===== src/rtl/com_send_arb.sv =====
// com_send_arb: round-robin arbiter sharing one COM send path among NUM_REQ fs/fd requesters.
// Optional send watchdog is built when COM_SEND_ARB_TIMEOUT_EN is defined.
module com_send_arb #(
  parameter int NUM_REQ     = 4,
  parameter int ID_W        = 2,
  parameter int TIMEOUT_CYC = 1024
) (
  input  logic                 clk,
  input  logic                 rst,
  input  logic [NUM_REQ-1:0]   fs_req,
  output logic [NUM_REQ-1:0]   fd_req,
  input  logic [4*NUM_REQ-1:0] req_btype,
  output logic                 fs_com_send,
  input  logic                 fd_com_send,
  output logic [3:0]           com_send_btype,
  output logic [ID_W-1:0]      grant_id,
  output logic                 busy,
  output logic                 timeout_err
);

  typedef enum logic [1:0] {
    ARB_IDLE = 2'd0,
    ARB_SEND = 2'd1,
    ARB_DONE = 2'd2,
    ARB_REL  = 2'd3
  } state_t;

  state_t             state;
  state_t             state_nx;
  logic [ID_W-1:0]    ptr;
  logic [ID_W-1:0]    ptr_nx;
  logic [ID_W-1:0]    grant_nx;
  logic [ID_W-1:0]    pick;
  logic [3:0]         btype_nx;
  logic               fs_nx;
  logic               busy_nx;
  logic               found;
  logic               hit;
  logic               expire;
  logic [NUM_REQ-1:0] fd_nx;
  logic [ID_W:0]      scan;

  // First pending request at or after ptr, wrapping modulo NUM_REQ.
  always_comb begin
    found = 1'b0;
    pick  = ptr;
    scan  = '0;
    hit   = 1'b0;
    for (int k = 0; k < NUM_REQ; k++) begin
      scan  = {1'b0, ptr} + (ID_W+1)'(k);
      scan  = (scan >= (ID_W+1)'(NUM_REQ)) ? scan - (ID_W+1)'(NUM_REQ) : scan;
      hit   = fs_req[scan[ID_W-1:0]];
      pick  = (!found && hit) ? scan[ID_W-1:0] : pick;
      found = found | hit;
    end
  end

`ifdef COM_SEND_ARB_TIMEOUT_EN
  localparam int CNT_W = $clog2(TIMEOUT_CYC) + 1;
  logic [CNT_W-1:0] cnt;

  // Watchdog: counts sampled cycles spent in ARB_SEND, cleared on entry.
  always_ff @(posedge clk) begin
    if (!rst) begin
      cnt <= '0;
    end else if (state == ARB_IDLE && state_nx == ARB_SEND) begin
      cnt <= '0;
    end else if (state == ARB_SEND) begin
      cnt <= cnt + CNT_W'(1);
    end else begin
      cnt <= cnt;
    end
  end

  assign expire = (state == ARB_SEND) && !fd_com_send && (cnt == CNT_W'(TIMEOUT_CYC - 1));

  // Sticky abort flag, cleared only by reset.
  always_ff @(posedge clk) begin
    if (!rst) begin
      timeout_err <= 1'b0;
    end else if (expire) begin
      timeout_err <= 1'b1;
    end else begin
      timeout_err <= timeout_err;
    end
  end
`else
  assign expire      = 1'b0;
  assign timeout_err = 1'b0;
`endif

  // Next-state and next-output decode; outputs are registered from these.
  always_comb begin
    state_nx = state;
    ptr_nx   = ptr;
    grant_nx = grant_id;
    btype_nx = com_send_btype;
    fs_nx    = fs_com_send;
    fd_nx    = fd_req;
    case (state)
      ARB_IDLE: begin
        if (found) begin
          state_nx = ARB_SEND;
          grant_nx = pick;
          btype_nx = req_btype[{pick, 2'b00} +: 4];
          fs_nx    = 1'b1;
        end else begin
          state_nx = ARB_IDLE;
        end
      end
      ARB_SEND: begin
        if (fd_com_send || expire) begin
          state_nx = ARB_DONE;
          fs_nx    = 1'b0;
          fd_nx    = NUM_REQ'(1) << grant_id;
        end else begin
          state_nx = ARB_SEND;
        end
      end
      ARB_DONE: begin
        if (!fs_req[grant_id]) begin
          state_nx = ARB_REL;
          fd_nx    = '0;
          ptr_nx   = (grant_id == ID_W'(NUM_REQ - 1)) ? '0 : grant_id + ID_W'(1);
        end else begin
          state_nx = ARB_DONE;
        end
      end
      ARB_REL: begin
        // A sender done still high from the last transfer must fall first.
        if (!fd_com_send) begin
          state_nx = ARB_IDLE;
        end else begin
          state_nx = ARB_REL;
        end
      end
      default: begin
        state_nx = ARB_IDLE;
        fs_nx    = 1'b0;
        fd_nx    = '0;
      end
    endcase
    busy_nx = (state_nx != ARB_IDLE);
  end

  // State and registered outputs.
  always_ff @(posedge clk) begin
    if (!rst) begin
      state          <= ARB_IDLE;
      ptr            <= '0;
      grant_id       <= '0;
      com_send_btype <= 4'h0;
      fs_com_send    <= 1'b0;
      fd_req         <= '0;
      busy           <= 1'b0;
    end else begin
      state          <= state_nx;
      ptr            <= ptr_nx;
      grant_id       <= grant_nx;
      com_send_btype <= btype_nx;
      fs_com_send    <= fs_nx;
      fd_req         <= fd_nx;
      busy           <= busy_nx;
    end
  end

endmodule


===== config.mk =====
export PLATFORM = sky130hd
export DESIGN_NAME = com_send_arb
export DESIGN_NICKNAME = d
export VERILOG_FILES = /design/src/rtl/com_send_arb.sv
export SDC_FILE = /design/constraint.sdc
export NUM_CORES = 1
export LEC_CHECK = 0
export CORE_AREA = 4 4 50 52
export CTS_CLUSTER_SIZE = 10
export DETAILED_ROUTE_END_ITERATION = 12
export DIE_AREA = 0 0 54 56
export MAX_ROUTING_LAYER = met4
export PLACE_DENSITY = 0.81
export SLEW_MARGIN = 0
export SYNTH_ARGS = -nofsm -noshare
export SYNTH_HDL_FRONTEND = slang
export SYNTH_SLANG_ARGS = --single-unit

===== constraint.sdc =====
create_clock -name clk -period 4.3 [get_ports clk]
set_input_delay 0.645 -clock clk [delete_from_list [all_inputs] [get_ports clk]]
set_output_delay 0.645 -clock clk [all_outputs]
set_load 0.02 [all_outputs]

==> results of run 1 <==
where the power goes:
| group | switching (mW) | internal, mW |
|---|---|---|
| clock network | 0.0497 | 0.0516 |
| registers | 0.0111 | 0.160 |
| logic | 0.0484 | 0.0568 |
cells in the final DEF (no fill, tap or decap), types with 2 or more instances in the layout:
| master | Yosys | routed |
|---|---|---|
| o32ai_1 | 4 | 4 |
| a21boi_0 | 3 | 3 |
| inv_1 | 5 | 5 |
| clkdlybuf4s50_1 | 0 | 34 |
| o21ai_0 | 4 | 4 |
| clkbuf_4 | 0 | 3 |
| nor3_1 | 2 | 2 |
| or3_1 | 2 | 2 |
| o221ai_1 | 4 | 4 |
| dfxtp_1 | 16 | 16 |
| nor2b_1 | 2 | 2 |
| nand2b_1 | 2 | 2 |
| nand2_1 | 15 | 15 |
| nor2_1 | 4 | 4 |
| ha_1 | 4 | 4 |
| nand3_1 | 5 | 5 |
| mux2i_1 | 10 | 10 |
| o21bai_1 | 2 | 2 |
cell usage after synthesis, types with 2 or more instances:
cell type	count	area (um^2)
ha_1	4	50.1
inv_1	5	18.8
or3_1	2	12.5
nand2_1	15	56.3
nand3_1	5	25.0
o32ai_1	4	35.0
dfxtp_1	16	320
a21boi_0	3	22.5
o221ai_1	4	35.0
nor2_1	4	15.0
nand2b_1	2	12.5
o21bai_1	2	15.0
clkbuf_1	4	15.0
nor3_1	2	10.0
nor2b_1	2	12.5
mux2i_1	10	100
o21ai_0	4	20.0
worst paths after layout:
check,from,to,slack (ns),cells after the start
max reg2reg,grant_id[0],ptr[0],2.48,4
max,fs_req[3],ptr[0],2.10,5
min reg2reg,fd_req[3],fd_req[3],0.48,2
min,fd_req[3],fd_req[3],0.48,2
state kept, by name, indices dropped and copies added (netlist names):
| name | cells |
|---|---|
| busy | 1 |
| com_send_btype | 4 |
| fd_req | 4 |
| fs_com_send | 1 |
| grant_id | 2 |
| ptr | 2 |
| state | 2 |
cells by family (layout without fill, tap and decap cells):
family / count (synthesis) / count (layout) / synth area share (%)
buffers and inverters: 11 / 44 / 5.10
DFF: 16 / 16 / 35.3
muxes: 11 / 11 / 13.5
AOI/OAI and AO/OA: 24 / 24 / 20.4
and+or+nand+nor: 37 / 37 / 19.7
other: 1 / 1 / 0.413
adders and majority gates: 4 / 4 / 5.52
final cells by class:
| cell class | instances | area (um^2) | share of cell area, % |
|---|---|---|---|
| Multi-Input combinational cell | 77 | 541 | 41.6 |
| Timing Repair Buffer | 35 | 348 | 26.8 |
| Sequential cell | 16 | 320 | 24.7 |
| Clock buffer | 4 | 36.3 | 2.79 |
| Tap cell | 28 | 35.0 | 2.70 |
| Inverter | 5 | 18.8 | 1.45 |
per-layer routing:
layer	track usage (%)	up-vias	routed length [um]
li1	-	444	-
met1	20.2	408	958
met2	28.7	24	1100
met5	-	-	0
met3	4.83	2	130
met4	3.20	0	18
worst max-delay path, cell delays in order:
cell	delay, ns
clkdlybuf4s50_1	0.52
mux4_2	0.54
or2_4	0.28
or3_1	0.32
a21boi_2	0.13
==> run_results.csv, run 1 <==
group,metric,value,unit
run_status,status,"finished, final reports clean",
logic_synthesis,synthFlopType,"dfxtp_1",
sta,rsz0062_at_grt,"no",
placement,place_area,1260,um^2
pwr,vdd_drop_max,0.000297,V
clocking,cts-resized-gates,0,
clocking,ctsHoldBuffers,0,
logic_synthesis,synth-edff-count,0,
grt,grt_max_degree,22,
floorplanning,coreArea,2110,um^2
layout,final_net_count,165,
grt,grt_antenna_before_repair,0,
critical_path,end_kind,"flop",
pwr,report.power.total,0.378,mW
critical_path,start_kind,"input port",
sta,holdWs,0.476,ns
sta,finalMaxSlewViolations,0,
logic_synthesis,ys_warn_count,0,
logic_synthesis,synth_fp_nets,131,
clocking,cts-root-buf,"clkbuf_4",
clocking,clockBufferDepth,2,
clocking,numCtsBuffers,3,
placement,hpwl,1680,um
floorplanning,num_rows,17,
critical_path,worstPathMaxFanout,8,
placement,dp_cells,161,
layout,drive_gt1_share,6.57,%
floorplanning,die_height,56,um
logic_synthesis,syn_avg_cell_area,8.72,um^2
sta,fin_crit_sh,51.2,%
clocking,htree_levels,1,
clocking,clk_pin_slew_worst_paths,0.10,ns
logic_synthesis,ys_types,33,
sta,fin_ws,2.10,ns
pwr,total_leakage_power,0.486,nW
flow_run,drv_cap,0,
layout,layoutNonFillerInstCount,165,
sta,finalSetupTns,0,ns
sta,fmax,455,MHz
critical_path,crit_arrival,2.44,ns
floorplanning,io_pins,36,
logic_synthesis,postSynthCellCount,104,
sta,hold_viol_final,0,
layout,syn2layout_area_growth,43.2,%
layout,final_area,1300,um^2
layout,post-route-util,61.7,%
route,drc_errors,0,
logic_synthesis,synthArstFlopShare,0,%
sta,fin_skew,0.00955,ns
clocking,cts_tree,"done",
logic_synthesis,yosysSeqAreaShare,35.3,%
floorplanning,initial_core_util,43.1,%
route,vias,878,
route,drt_iter0_drc,20,
critical_path,worstPathRequired,4.54,ns
grt,track_usage,17.2,%
critical_path,crit_type,"in2reg",
sta,finalSetupViolations,0,
sta,slew_headroom,58.0,%
route,first_pass_iters,4,
placement,gp_congestion,0.782,
placement,dp_slack,1.79,ns
clocking,cts.sinks,16,
grt,grt_overflow_total,0,
route,post_drt_wl_per_cell,13.4,um
sta,tightest_slew,0.628,ns
min_path,hold_class,"reg2reg",
logic_synthesis,ys_seq_elements,16,
grt,grt_pass1_wl,3900,um
sta,post-route-min-period,2.20,ns
floorplanning,dieArea,3020,um^2
layout,num_antenna_cells,0,
route,viasPerCell,5.32,
layout,num-fill-cells,174,
placement,io_buffers,34,
floorplanning,die_w,54,um
route,drt_wl_total,2210,um
route,ant_nets,0,
clocking,cts_setup_buffers,0,
grt,grt_pass1_vias,913,
clocking,insertion_delay,0.30,ns
logic_synthesis,synth_area,907,um^2
pwr,p_per_area,291,nW/um^2
Note: power is estimated with default switching activity, not from simulation.
==> inputs of run 2 (changes only) <==
--- a/config.mk
+++ b/config.mk
@@ -5,12 +5,12 @@
 export SDC_FILE = /design/constraint.sdc
 export NUM_CORES = 1
 export LEC_CHECK = 0
-export CORE_AREA = 4 4 50 52
+export CORE_AREA = 4 4 54 56
 export CTS_CLUSTER_SIZE = 10
 export DETAILED_ROUTE_END_ITERATION = 12
-export DIE_AREA = 0 0 54 56
+export DIE_AREA = 0 0 58 60
 export MAX_ROUTING_LAYER = met4
-export PLACE_DENSITY = 0.81
+export PLACE_DENSITY = 0.73
 export SLEW_MARGIN = 0
 export SYNTH_ARGS = -nofsm -noshare
 export SYNTH_HDL_FRONTEND = slang
==> constraint.sdc (replaced) <==
create_clock -name clk -period 1.9 [get_ports clk]
set_input_delay 0.285 -clock clk [delete_from_list [all_inputs] [get_ports clk]]
set_output_delay 0.285 -clock clk [all_outputs]
set_load 0.02 [all_outputs]
==> run 2 against run 1 <==
Against the previous run:
- flip-flop and latch count did not move
- critical path type unchanged
- sequential share of layout area fell by 1.2 points
- cell count rose by 6.7%
- die area rose by 15%
- register-to-register slack got worse by 2.3 ns
- clock skew fell by 0.0054 ns
- first-iteration DRC count rose by 5.0%
- worst setup slack got worse by 2.0 ns
- sequential power rose by 130%
==> run_results.csv, run 2 (synthesis results as in run 1) <==
group,metric,value,unit
run_status,status,"finished, final reports clean",
placement,gp_congestion,0.767,
grt,grt_max_degree,13,
critical_path,worstPathMaxFanout,5,
route,viasPerCell,5.18,
clocking,ctsHoldBuffers,0,
sta,fin_skew,0.00416,ns
critical_path,end_kind,"flop",
floorplanning,die_w,58,um
placement,io_buffers,34,
critical_path,start_kind,"input port",
clocking,cts-root-buf,"clkbuf_4",
critical_path,r2r-end,"ptr[0]",
layout,layoutNonFillerInstCount,176,
placement,dp_cells,173,
critical_path,worstPathRequired,2.13,ns
route,drc_errors,0,
layout,regArea,320,um^2
clocking,clockBufferDepth,2,
critical_path,crit_path_start,"fs_req[0]",
critical_path,r2r_start,"grant_id[0]",
grt,grt_overflow_total,0,
pwr,total_leakage_power,0.528,nW
floorplanning,coreArea,2430,um^2
clocking,htree_levels,1,
clocking,insertion_delay,0.29,ns
grt,grt_pass1_vias,902,
floorplanning,die_height,60,um
layout,num_antenna_cells,0,
floorplanning,io_pins,36,
clocking,cts.sinks,16,
layout,syn2layout_area_growth,50.2,%
pwr,p_per_area,605,nW/um^2
floorplanning,initial_core_util,37.3,%
sta,rsz0062_at_grt,"no",
route,drt_iter0_drc,21,
critical_path,crit_path_end,"ptr[0]",
sta,fmax,550,MHz
critical_path,ff2ff_path_depth,4,
placement,hpwl,1890,um
route,post_drt_wl_per_cell,13.4,um
sta,post-route-min-period,1.82,ns
grt,track_usage,14.5,%
layout,num-fill-cells,233,
layout,post-route-util,56.0,%
route,vias,911,
flow_run,drv_cap,0,
grt,grt_antenna_before_repair,0,
sta,hold_viol_final,0,
sta,finalSetupViolations,0,
pwr,vdd_drop_max,0.000435,V
route,ant_nets,0,
critical_path,worstPathCellList,"clkdlybuf4s50_1 > mux4_2 > or2_4 > or3_1 > a21boi_2",
sta,fin_crit_sh,95.6,%
sta,finalMaxSlewViolations,0,
critical_path,slowest_stage,"mux4_2",
critical_path,ff2ff_setup_slack,0.16,ns
layout,reg.largest.list,"com_send_btype x4, fd_req x4",
grt,grt_pass1_wl,3770,um
route,first_pass_iters,3,
floorplanning,num_rows,18,
layout,drive_gt1_share,12.3,%
layout,multiInputGateArea,541,um^2
clocking,numCtsBuffers,3,
clocking,clk_pin_slew_worst_paths,0.09,ns
layout,final_net_count,175,
placement,place_area,1340,um^2
clocking,cts_tree,"done",
critical_path,slowest_delay,0.50,ns
layout,mostFrequentLayoutCells,"clkdlybuf4s50_1 (34), dfxtp_1 (16), nand2_1 (15)",
layout,final_area,1360,um^2
clocking,cts_setup_buffers,0,
critical_path,crit_type,"in2reg",
layout,layout_commonest_cell,"clkdlybuf4s50_1",
route,drt_wl_total,2360,um
min_path,hold_class,"reg2reg",
floorplanning,dieArea,3480,um^2
clocking,cts-resized-gates,0,
critical_path,crit_arrival,2.04,ns
==> run 2: worst min-delay path by stage <==
stage | from | to | cells past startpoint | slack [ns]
finish | fd_req[3] | fd_req[3] | 2 | 0.47
global route | fd_req[0] | fd_req[0] | 2 | 0.51
CTS | fd_req[3] | fd_req[3] | 2 | 0.48
detailed placement | fd_req[3] | fd_req[3] | 2 | 0.46
global placement | fd_req[0] | fd_req[0] | 2 | 0.46
floorplan | rst | state[0] | 1 | 0.43
==> run 2: layout make-up <==
cell class	count	share of cell area, %
Clock buffer	3	1.65
Inverter	5	1.38
Multi-Input combinational cell	77	39.7
Sequential cell	16	23.5
Tap cell	30	2.75
Timing Repair Buffer	45	31.0
==> run 2: where the power goes <==
group	total (mW)	leakage [nW]	internal, mW	switching, mW
logic	0.260	0.383	0.144	0.116
clock network	0.178	0.0138	0.0737	0.104
registers	0.386	0.131	0.362	0.0240
total	0.824	0.528	0.579	0.245
==> run 2: per-stage QoR <==
| step | hold slack, ns | setup TNS (ns) | total power [mW] | worst slack [ns] |
|---|---|---|---|---|
| final | 0.474 | 0 | 0.824 | 0.0832 |
| after global routing | 0.513 | 0 | 0.863 | 0.0292 |
| after CTS | 0.475 | 0 | 0.834 | 0.0942 |
| after detailed placement | 0.459 | -1.33 | 0.653 | -0.200 |
| after global placement | 0.461 | -0.916 | 0.645 | -0.114 |
| after floorplan | 0.429 | 0 | 0.519 | 0.0463 |
==> run 2: metal layers <==
layer  up-vias  wire, um  track usage (%)
li1        465         -                -
met4         0        25             3.97
met3         4       149             4.75
met2        32      1170             25.0
met1       410      1020             16.1
met5         -         0                -
==> run 2: worst max-delay path, delay by kind of cell <==
kind,cells,cell delay [ns]
muxes,1,0.50
buffers and inverters,1,0.49
and+or+nand+nor,2,0.61
AOI/OAI and AO/OA,1,0.15
